<file path="config.mk">
export PLATFORM = sky130hd
export DESIGN_NAME = lfsr_period_monitor
export DESIGN_NICKNAME = d
export VERILOG_FILES = /design/src/rtl/lfsr_pkg.sv /design/src/rtl/lfsr_period_monitor.sv
export SDC_FILE = /design/constraint.sdc
export NUM_CORES = 1
export LEC_CHECK = 0
export ABC_CLOCK_PERIOD_IN_PS = 3050
export BUFFER_PORTS_ARGS = -buffer_cell sky130_fd_sc_hd__buf_2
export CAP_MARGIN = 20
export CORE_ASPECT_RATIO = 0.5
export CORE_MARGIN = 2
export CORE_UTILIZATION = 30
export DETAILED_ROUTE_END_ITERATION = 6
export GPL_ROUTABILITY_DRIVEN = 0
export PLACE_DENSITY = 0.55
export SLEW_MARGIN = 5
export SYNTH_ARGS = -nofsm -noshare
export SYNTH_HDL_FRONTEND = slang
export SYNTH_SLANG_ARGS = --single-unit
</file>
<file path="constraint.sdc">
create_clock -name clk -period 3.05 [get_ports clk]
set_input_delay 0.305 -clock clk [delete_from_list [all_inputs] [get_ports clk]]
set_output_delay 0.305 -clock clk [all_outputs]
set_load 0.01 [all_outputs]
</file>
<file path="src/rtl/lfsr_pkg.sv">
// Shared definitions for the LFSR period monitor and its benches.
package lfsr_pkg;

  // Measurement FSM states.
  typedef enum logic [2:0] {
    IDLE,
    ARM,
    COUNT,
    DONE,
    FAULT
  } mon_state_e;

  // Default LFSR state width.
  localparam int unsigned LFSR_WIDTH = 16;

  // Period of a maximal-length LFSR of the default width.
  localparam int unsigned LFSR_MAX_PERIOD = (2 ** LFSR_WIDTH) - 1;

endpackage

</file>
<file path="src/rtl/lfsr_period_monitor.sv">
// Measures the recurrence period of an LFSR state stream and flags lock-up,
// frozen-state and no-recurrence faults.
module lfsr_period_monitor
  import lfsr_pkg::*;
#(
  parameter int unsigned WIDTH = LFSR_WIDTH,
  parameter int unsigned CNT_W = WIDTH + 1
) (
  input  logic             clk,
  input  logic             reset,
  input  logic             start,
  input  logic             state_valid,
  input  logic [WIDTH-1:0] state_in,
  output logic             busy,
  output logic             done,
  output logic [CNT_W-1:0] period,
  output logic             stuck_zero,
  output logic             stuck_hold,
  output logic             timeout
);

  // Sample count at which no recurrence means a fault (2^WIDTH).
  localparam logic [CNT_W-1:0] CNT_LIMIT = CNT_W'(1) << WIDTH;

  mon_state_e       state_q, state_d;
  logic [WIDTH-1:0] ref_q, ref_d;
  logic [WIDTH-1:0] prev_q, prev_d;
  logic [CNT_W-1:0] cnt_q, cnt_d;
  logic [CNT_W-1:0] period_q, period_d;
  logic             done_q, done_d;
  logic             zero_q, zero_d;
  logic             hold_q, hold_d;
  logic             tmo_q, tmo_d;
  logic [CNT_W-1:0] cnt_next;

  assign cnt_next = cnt_q + CNT_W'(1);

  // State and result registers; reset aborts any measurement.
  always_ff @(posedge clk or negedge reset) begin
    if (!reset) begin
      state_q  <= IDLE;
      ref_q    <= '0;
      prev_q   <= '0;
      cnt_q    <= '0;
      period_q <= '0;
      done_q   <= 1'b0;
      zero_q   <= 1'b0;
      hold_q   <= 1'b0;
      tmo_q    <= 1'b0;
    end else begin
      state_q  <= state_d;
      ref_q    <= ref_d;
      prev_q   <= prev_d;
      cnt_q    <= cnt_d;
      period_q <= period_d;
      done_q   <= done_d;
      zero_q   <= zero_d;
      hold_q   <= hold_d;
      tmo_q    <= tmo_d;
    end
  end

  // Next-state logic: capture reference, count, and classify each valid sample.
  always_comb begin
    state_d  = state_q;
    ref_d    = ref_q;
    prev_d   = prev_q;
    cnt_d    = cnt_q;
    period_d = period_q;
    done_d   = done_q;
    zero_d   = zero_q;
    hold_d   = hold_q;
    tmo_d    = tmo_q;
    unique case (state_q)
      IDLE, DONE, FAULT: begin
        if (start) begin
          state_d  = ARM;
          period_d = '0;
          done_d   = 1'b0;
          zero_d   = 1'b0;
          hold_d   = 1'b0;
          tmo_d    = 1'b0;
        end
      end
      ARM: begin
        if (state_valid) begin
          ref_d  = state_in;
          prev_d = state_in;
          cnt_d  = '0;
          if (state_in == '0) begin
            zero_d  = 1'b1;
            state_d = FAULT;
          end else begin
            state_d = COUNT;
          end
        end
      end
      COUNT: begin
        if (state_valid) begin
          if (state_in == '0) begin
            zero_d  = 1'b1;
            state_d = FAULT;
          end else if (state_in == prev_q) begin
            hold_d  = 1'b1;
            state_d = FAULT;
          end else if (state_in == ref_q) begin
            period_d = cnt_next;
            done_d   = 1'b1;
            state_d  = DONE;
          end else if (cnt_next == CNT_LIMIT) begin
            tmo_d   = 1'b1;
            state_d = FAULT;
          end else begin
            cnt_d  = cnt_next;
            prev_d = state_in;
          end
        end
      end
      default: state_d = IDLE;
    endcase
  end

  assign busy       = (state_q == ARM) || (state_q == COUNT);
  assign done       = done_q;
  assign period     = period_q;
  assign stuck_zero = zero_q;
  assign stuck_hold = hold_q;
  assign timeout    = tmo_q;

endmodule

</file>
### Word-level counts from Yosys, hierarchy flattened

Index checks and enable logic that the tools add are counted.

* add/subtract/negate cells: 1
* multipliers: 0
* divide/modulo/power cells: 0
* $lt $le $gt $ge: 0
* equal/unequal tests: 20
* shift operators: 0
* muxes and demuxes: 48
* bitwise operators: 0
* reductions and logical operators: 15

Operators with widths (number)
* $mux 17: 11
* $mux 16: 6
* $pmux 17 s2: 2
* $eq 16x16->1: 2
* $pmux 16 s2: 1
* $mux 3: 8
* $ne 2x2->1 const B: 10
* $add 17x1->17 const B: 1
* $eq 17x17->1 const B: 1
* $logic_not 16->1: 1
* $mux 1: 15
* $reduce_and 7->1: 2
* $pmux 3 s3: 1
* $pmux 1 s2: 4
* $reduce_and 4->1: 2
* $eq 3x2->1 const B: 2
* $reduce_and 6->1: 1
* $reduce_bool 2->1: 3
* $ne 5x5->1 const B: 1
* $reduce_and 5->1: 1
* $ne 2x1->1 const B: 2
* $eq 3x1->1 const B: 1
* $eq 3x3->1 const B: 1
* $logic_not 3->1: 1
* other kinds (4): 4

* flip-flop bits (word level): 73
* latch bits: 0
* memory bits (writable): 0
* ROM bits: 0
* input port bits: 20
* output and inout port bits: 22
* memories kept: 0

### Depth between registers and ports, before layout

Gate-level depths: netlist of run 1.

* word-level depth: 8
* gate-level depth with buffers: 10

### Least setup slack after synthesis of run 1

No wires, ideal clock.

* kind: register -> register
* start point: register cnt_q[0]
* end point: register prev_q[0]
* arrival: 2.367 ns
* path slack: 0.558 ns
* cell stages (with the launch flop): 9
* path buffers: 2
* period minus slack after synthesis: 2.492 ns
* path through: dfrtp_1 > ha_1 > buf_2 > nor4b_1 > o21ai_0 > a2111o_1 > a21oi_4 > buf_12 > mux2_4

* cells in the longest elaborated chain, start to end: 4

RTL lines
* start, declared: RTL line lfsr_period_monitor.sv:28 `logic [CNT_W-1:0] cnt_q, cnt_d;`
* start signal, assigned: RTL line lfsr_period_monitor.sv:54 `cnt_q <= cnt_d;`
* $add 17x1->17: RTL line lfsr_period_monitor.sv:36 `assign cnt_next = cnt_q + CNT_W'(1);`
* $eq 17x17->1: RTL line lfsr_period_monitor.sv:110 `end else if (cnt_next == CNT_LIMIT) begin`
* $ne 2x2->1 (no source line)
* $reduce_and 7->1 (no source line)
* end signal, assigned: RTL line lfsr_period_monitor.sv:53 `prev_q <= prev_d;`
* end, declared: RTL line lfsr_period_monitor.sv:27 `logic [WIDTH-1:0] prev_q, prev_d;`

No other way between the ends.
A chain may end at the register's enable or synchronous reset.

### Worst setup path in the final report of run 1

* start point: register cnt_q[0]
* end point: register prev_q[3]

The elaborated chain is that of the path after synthesis.

==> results of run 1 <==
==> cell families (layout without fill, tap and decap cells) <==
logic type / Yosys count / in the layout / share of synthesized area [%]
AND/OR/NAND/NOR: 105 / 105 / 14.9
AO/OA/AOI/OAI: 67 / 67 / 10.7
adder cells (fa/ha/maj): 1 / 1 / 0.302
flip-flops: 73 / 73 / 44.1
buffers and inverters: 34 / 75 / 3.84
multiplexers: 57 / 57 / 16.2
XOR/XNOR: 47 / 47 / 9.94
==> through the flow <==
stage	cells	util, %	total power [mW]	hold slack, ps
floorplan	384	-	2.62	9.41
global route	601	36.2	4.44	198
CTS	601	36.2	4.20	154
global placement	586	33.7	3.00	486
detailed placement	586	33.7	3.02	492
finish	601	36.2	4.15	88.6
==> critical path, stage by stage, from the launching register on <==
cell	delay, ps
dfrtp_1	460
ha_1	360
nand4_1	270
or2_2	360
o311ai_0	320
a2111o_1	330
a21oi_4	110
buf_12	210
mux2_4	300
==> final cells by class <==
type / instances / area, um2 / share of cell area, %
clock buffers: 11 / 253 / 5.17
clock inverters: 4 / 76.3 / 1.56
inverters: 7 / 26.3 / 0.537
multi-input cells: 277 / 2180 / 44.5
flip-flops and latches: 73 / 1830 / 37.4
well taps: 176 / 220 / 4.50
repair buffers: 53 / 310 / 6.35
==> layer usage <==
metal  GRT usage [%]  vias up
met3            4.41       18
li1                -     1467
met4            4.90        0
met2            21.7       56
met5               0        -
met1            17.6     1461
==> cell usage in the layout (no fill, tap or decap), types with 2 or more instances in the layout <==
cell type	count
a41oi_1	3
nand3_1	7
clkbuf_8	2
nor3_1	4
xor2_1	19
buf_4	12
nand2b_1	3
mux2_4	10
nand2_1	13
dfrtp_1	73
mux2i_1	6
or2_2	2
xnor2_1	28
and2_1	4
bufinv_16	2
o21a_1	4
a21o_1	5
and4_1	2
nor4_1	9
nor4_4	2
o21ai_0	10
and3_1	4
clkbuf_16	9
nand3b_1	2
mux2_2	41
nor2_1	30
a31oi_1	25
nand4_1	11
o32ai_1	2
a21oi_1	10
buf_2	40
inv_1	7
nor4b_1	2
==> sequential cells by signal (all words and copies together), names as in the netlist <==
register    count
period         17
prev_q         16
timeout         1
ref_q          16
state_q         3
cnt_q          17
stuck_zero      1
done            1
stuck_hold      1
==> worst max-delay path by stage <==
stage | cells after the start | to | slack [ps]
finish | 8 | prev_q[3] | 210
global placement | 8 | prev_q[12] | 350
global route | 8 | cnt_q[16] | 20
detailed placement | 8 | prev_q[0] | 250
floorplan | 8 | prev_q[0] | 560
CTS | 8 | prev_q[1] | 220
==> where the power goes <==
part / switching [mW] / leakage (nW) / internal (mW) / total [mW]
clock network: 0.404 / 0.158 / 0.757 / 1.16
logic: 0.710 / 1.05 / 0.779 / 1.49
registers: 0.238 / 0.942 / 1.26 / 1.50
total: 1.35 / 2.15 / 2.79 / 4.15
==> impl_metrics.py, run 1 <==
metrics = {
    "global_route": {
        "grt_use_total_pct": 13.6,
        "antenna_found_initial": 0,
        "grt_pass1_wl_um": 15700,
        "first_global_vias": 3073,
        "grt_overflow": 0,
        "grt_max_degree": 74,
    },
    "place": {
        "port_buffers": 41,
        "place_area_mm2": 0.00456,
        "hpwl_um": 6320,
        "place_worst_setup_slack_ps": 255,
    },
    "route": {
        "detail_route.wl_per_cell_um": 15.4,
        "wl_um": 9250,
        "num_vias": 3002,
        "wl_met2_um": 4160,
        "first_pass_iters": 4,
        "wl_met1_um": 4530,
        "via_per_inst": 5.00,
        "highest_layer": "met4",
        "drc": 0,
        "met3_length_um": 363,
        "drt_iter0_drc": 151,
        "final_antenna_net_count": 0,
    },
    "hold_path": {
        "min_path_type": "input pin to async pin",
    },
    "die": {
        "row_count": 30,
        "start_util_pct": 30.6,
        "die_w_um": 170,
        "die_y_um": 87.1,
        "die-area_mm2": 0.0148,
        "core_area_mm2": 0.0135,
        "num_io_pins": 42,
    },
    "cts": {
        "cts_setup_buffers": 0,
        "cts_num_sinks": 73,
        "clock_latency_ps": 340,
        "tritoncts.num_buffers": 9,
        "clkSlewWorstSetupHoldPaths_ps": 60,
        "ctsHoldBuffers": 0,
        "cts_resized": 0,
        "cts_max_level": 3,
        "cts_root_buffer": "clkbuf_16",
        "cts_tree": "yes",
        "ctsLongestPathBuffers": 2,
    },
    "setup_path": {
        "required_ps": 3280,
        "r2r-end": "prev_q[3]",
        "cp-startpoint": "cnt_q[0]",
        "crit_path_max_fanout": 16,
        "r2r_setup_slack_ps": 210,
        "r2r-start": "cnt_q[0]",
        "r2r.worst_path.cells": 8,
        "critPathLaunchType": "flip-flop",
        "worstPathArrival_ps": 3070,
        "crit_path_end_kind": "flip-flop",
        "critPathKind": "flip-flop to flip-flop",
    },
    "synth": {
        "synth_edf_count": 0,
        "yosys_warnings": 0,
        "synthArstFlopShare_pct": 100,
        "synth_most_common_cell": "dfrtp_1",
        "ys_seq_area_share_pct": 44.1,
        "avgSynthCellArea_um2": 10.8,
        "netlist_area_mm2": 0.00414,
        "synthTopCellsByArea": "dfrtp_1 44%, mux2_2 11%, xnor2_1 5.9%",
        "netlist.top_cell.by_area": "dfrtp_1",
        "synth_fp_nets": 405,
        "ys_ff_latch": 73,
        "synthDistinctLibCells": 52,
        "ys_top_cells_by_count": "73 x dfrtp_1, 41 x mux2_2, 30 x nor2_1",
        "synth_top_area_share_pct": 44.1,
        "synthFlopType": "dfrtp_1",
        "synthCells": 384,
    },
    "finish": {
        "num_antenna_cells": 0,
        "drive_above_1_share_pct": 30.4,
        "nFillCells": 1380,
        "final_nets": 442,
        "area_growth_syn_to_layout_pct": 18.0,
        "postLayoutCellArea_mm2": 0.00489,
    },
    "power": {
        "leakagePower_nw": 2.15,
        "ir_worst_vdd_mv": 0.304,
        "powerDensity_mw_per_mm2": 848,
    },
    "flow_run": {
        "max_cap_viol_count": 0,
    },
    "sta": {
        "rsz0062_at_grt": "no",
        "worst_slew_pin_slew_ps": 1050,
        "setup_violations": 0,
        "max_slew_margin_pct": 29.6,
        "fmax_mhz": 352,
        "setup_ws_ps": 209,
        "clock_skew_ps": 8.37,
        "hold_viol_final": 0,
        "tns_ps": 0,
        "finalCritPeriodShare_pct": 93.1,
        "slew_violations": 0,
        "fin_crit_ps": 2840,
    },
    "status": {
        "outcome": "finished, final reports clean",
    },
}
Power figures use the tool's default switching activity.
==> run 2, diff against run 1 <==
Settings changed: ABC_AREA set to 1.
==> impl_metrics.py, run 2 <==
metrics = {
    "status": {
        "outcome": "finished, final reports clean",
    },
    "setup_path": {
        "path_cells": "ha_1 -> nand3_1 -> nor2_2 -> nand2_1 -> nand2_1 -> nand2_1 -> nor2_1 -> nand2_1 -> nor2_1 -> nand2_1 -> nand2_1 -> nand2_2 -> nand2_4 -> nand2_1 -> nand2_1",
        "required_ps": 3330,
        "slowest_stage": "dfrtp_1",
        "cpPeakStageDelay_ps": 420,
        "crit_top_cell": "nand2_1",
        "critPathKind": "flip-flop to flip-flop",
        "crit_path_max_fanout": 33,
        "path_buf_inv": 0,
        "cpLargestDelayFamily": "simple AND/OR/NAND/NOR gates",
        "crit_path_end_kind": "flip-flop",
        "worstPathArrival_ps": 2710,
        "critPathLaunchType": "flip-flop",
    },
    "cts": {
        "cts_max_level": 3,
        "cts_resized": 0,
        "ctsLongestPathBuffers": 2,
        "ctsHoldBuffers": 0,
        "clock_latency_ps": 340,
        "tritoncts.num_buffers": 9,
        "clkSlewWorstSetupHoldPaths_ps": 60,
        "cts_root_buffer": "clkbuf_16",
        "cts_tree": "yes",
        "cts_setup_buffers": 0,
        "cts_num_sinks": 73,
    },
    "route": {
        "via_per_inst": 4.58,
        "drc": 0,
        "first_pass_iters": 4,
        "detail_route.wl_per_cell_um": 12.7,
        "wl_um": 9700,
        "final_antenna_net_count": 0,
        "num_vias": 3496,
        "drt_iter0_drc": 198,
    },
    "flow_run": {
        "max_cap_viol_count": 0,
    },
    "global_route": {
        "antenna_found_initial": 0,
        "grt_overflow": 0,
        "grt_pass1_wl_um": 17000,
        "grt_use_total_pct": 14.6,
        "first_global_vias": 3512,
        "grt_max_degree": 74,
    },
    "sta": {
        "max_slew_margin_pct": 36.6,
        "worst_slew_pin_slew_ps": 950,
        "tns_ps": 0,
        "setup_violations": 0,
        "clock_skew_ps": 5.36,
        "finalCritPeriodShare_pct": 79.6,
        "hold_ws_ps": 110,
        "hold_viol_final": 0,
        "rsz0062_at_grt": "no",
        "setup_ws_ps": 621,
        "fmax_mhz": 412,
        "slew_violations": 0,
        "fin_crit_ps": 2430,
    },
    "finish": {
        "drive_above_1_share_pct": 12.8,
        "final_common_cell": "nand2_1",
        "num_antenna_cells": 0,
        "multi_input_area_mm2": 0.00190,
        "fin_util_pct": 36.6,
        "layout_common_cells": "192 x nand2_1, 73 x dfrtp_1, 61 x inv_1, 54 x nand3_1, 41 x nor2_1",
        "nFillCells": 1359,
        "final_nets": 610,
        "area_growth_syn_to_layout_pct": 17.2,
        "regArea_mm2": 0.00183,
    },
    "die": {
        "die-area_mm2": 0.0145,
        "start_util_pct": 31.3,
        "row_count": 29,
        "core_area_mm2": 0.0129,
        "die_w_um": 168,
        "die_y_um": 86.0,
        "num_io_pins": 42,
    },
    "synth": {
        "synth_fp_nets": 571,
        "synthCells": 550,
        "synth_top_area_share_pct": 45.2,
        "netlist.top_cell.by_area": "dfrtp_1",
        "avgSynthCellArea_um2": 7.34,
        "synthFlopType": "dfrtp_1",
        "ys_seq_area_share_pct": 45.2,
        "netlist_area_mm2": 0.00404,
        "synthArstFlopShare_pct": 100,
        "ys_ff_latch": 73,
        "ys_top_cells_by_count": "192 x nand2_1, 73 x dfrtp_1, 61 x inv_1",
        "synth_most_common_cell": "nand2_1",
        "synthDistinctLibCells": 30,
        "yosys_warnings": 0,
        "synthTopCellsByArea": "dfrtp_1 45%, nand2_1 18%, nand3_1 6.7%",
        "synth_edf_count": 0,
    },
    "power": {
        "powerDensity_mw_per_mm2": 829,
        "leakagePower_nw": 2.39,
        "ir_worst_vdd_mv": 0.344,
    },
    "place": {
        "port_buffers": 41,
        "place_worst_setup_slack_ps": 650,
        "hpwl_um": 6750,
    },
    "hold_path": {
        "min_path_type": "input pin to async pin",
    },
}
## run 2: cell types whose count changed after synthesis, sizes merged, moves of 5 or more
cell,delta
a31oi,-24
clkbuf,-7
nand3,+47
nor4,-12
xor2,-7
a21o,-5
nor2,+19
nand2,+182
o21ai,+26
xnor2,-12
inv,+55
mux2,-51
mux2i,-6
## run 2: cells by family after synthesis
kind of cell | after synthesis | synth area share (%)
simple gates | 322 | 34.6
buf+inv | 79 | 7.81
xor+xnor | 28 | 6.07
fa+ha+maj | 1 | 0.310
compound gates | 47 | 5.98
flops | 73 | 45.2
## run 2: metrics by stage
step | power (mW) | cells | cell area (um2)
CTS | 3.98 | 764 | 4730
global placement | 2.77 | 748 | 4400
floorplan | 2.46 | 550 | 4040
detailed placement | 2.79 | 748 | 4400
finish | 3.92 | 764 | 4730
global route | 4.24 | 764 | 4730
## run 2: metal layers
| layer | GRT usage [%] | vias to the layer above | routed length [um] |
|---|---|---|---|
| li1 | - | 1807 | - |
| met1 | 19.3 | 1639 | 4940 |
| met2 | 24.0 | 40 | 4320 |
| met3 | 3.55 | 10 | 323 |
| met4 | 4.31 | 0 | 118 |
| met5 | 0 | - | 0 |
## run 2: cell type report
class	instances	area share, %
repair buffers	44	4.86
inverters	63	5.00
well taps	170	4.49
flip-flops and latches	73	38.6
multi-input cells	398	40.1
clock buffers	10	5.05
clock inverters	6	1.93
## run 2: worst paths after layout
kind                              end  cells past startpoint        start  slack, ps
hold / removal               ref_q[3]                      1        reset        110
setup / recovery            prev_q[8]                     15     cnt_q[0]        620
max in group asynchronous    cnt_q[6]                      1        reset       2330
min in group clk            prev_q[1]                      3  state_in[1]        250
hold reg to reg            period[15]                      2   period[15]        480
setup reg to reg            prev_q[8]                     15     cnt_q[0]        620
## run 2: where the power goes
part	internal (mW)	switching, mW
registers	1.23	0.172
logic	0.441	0.920
clock network	0.739	0.424
total	2.41	1.52
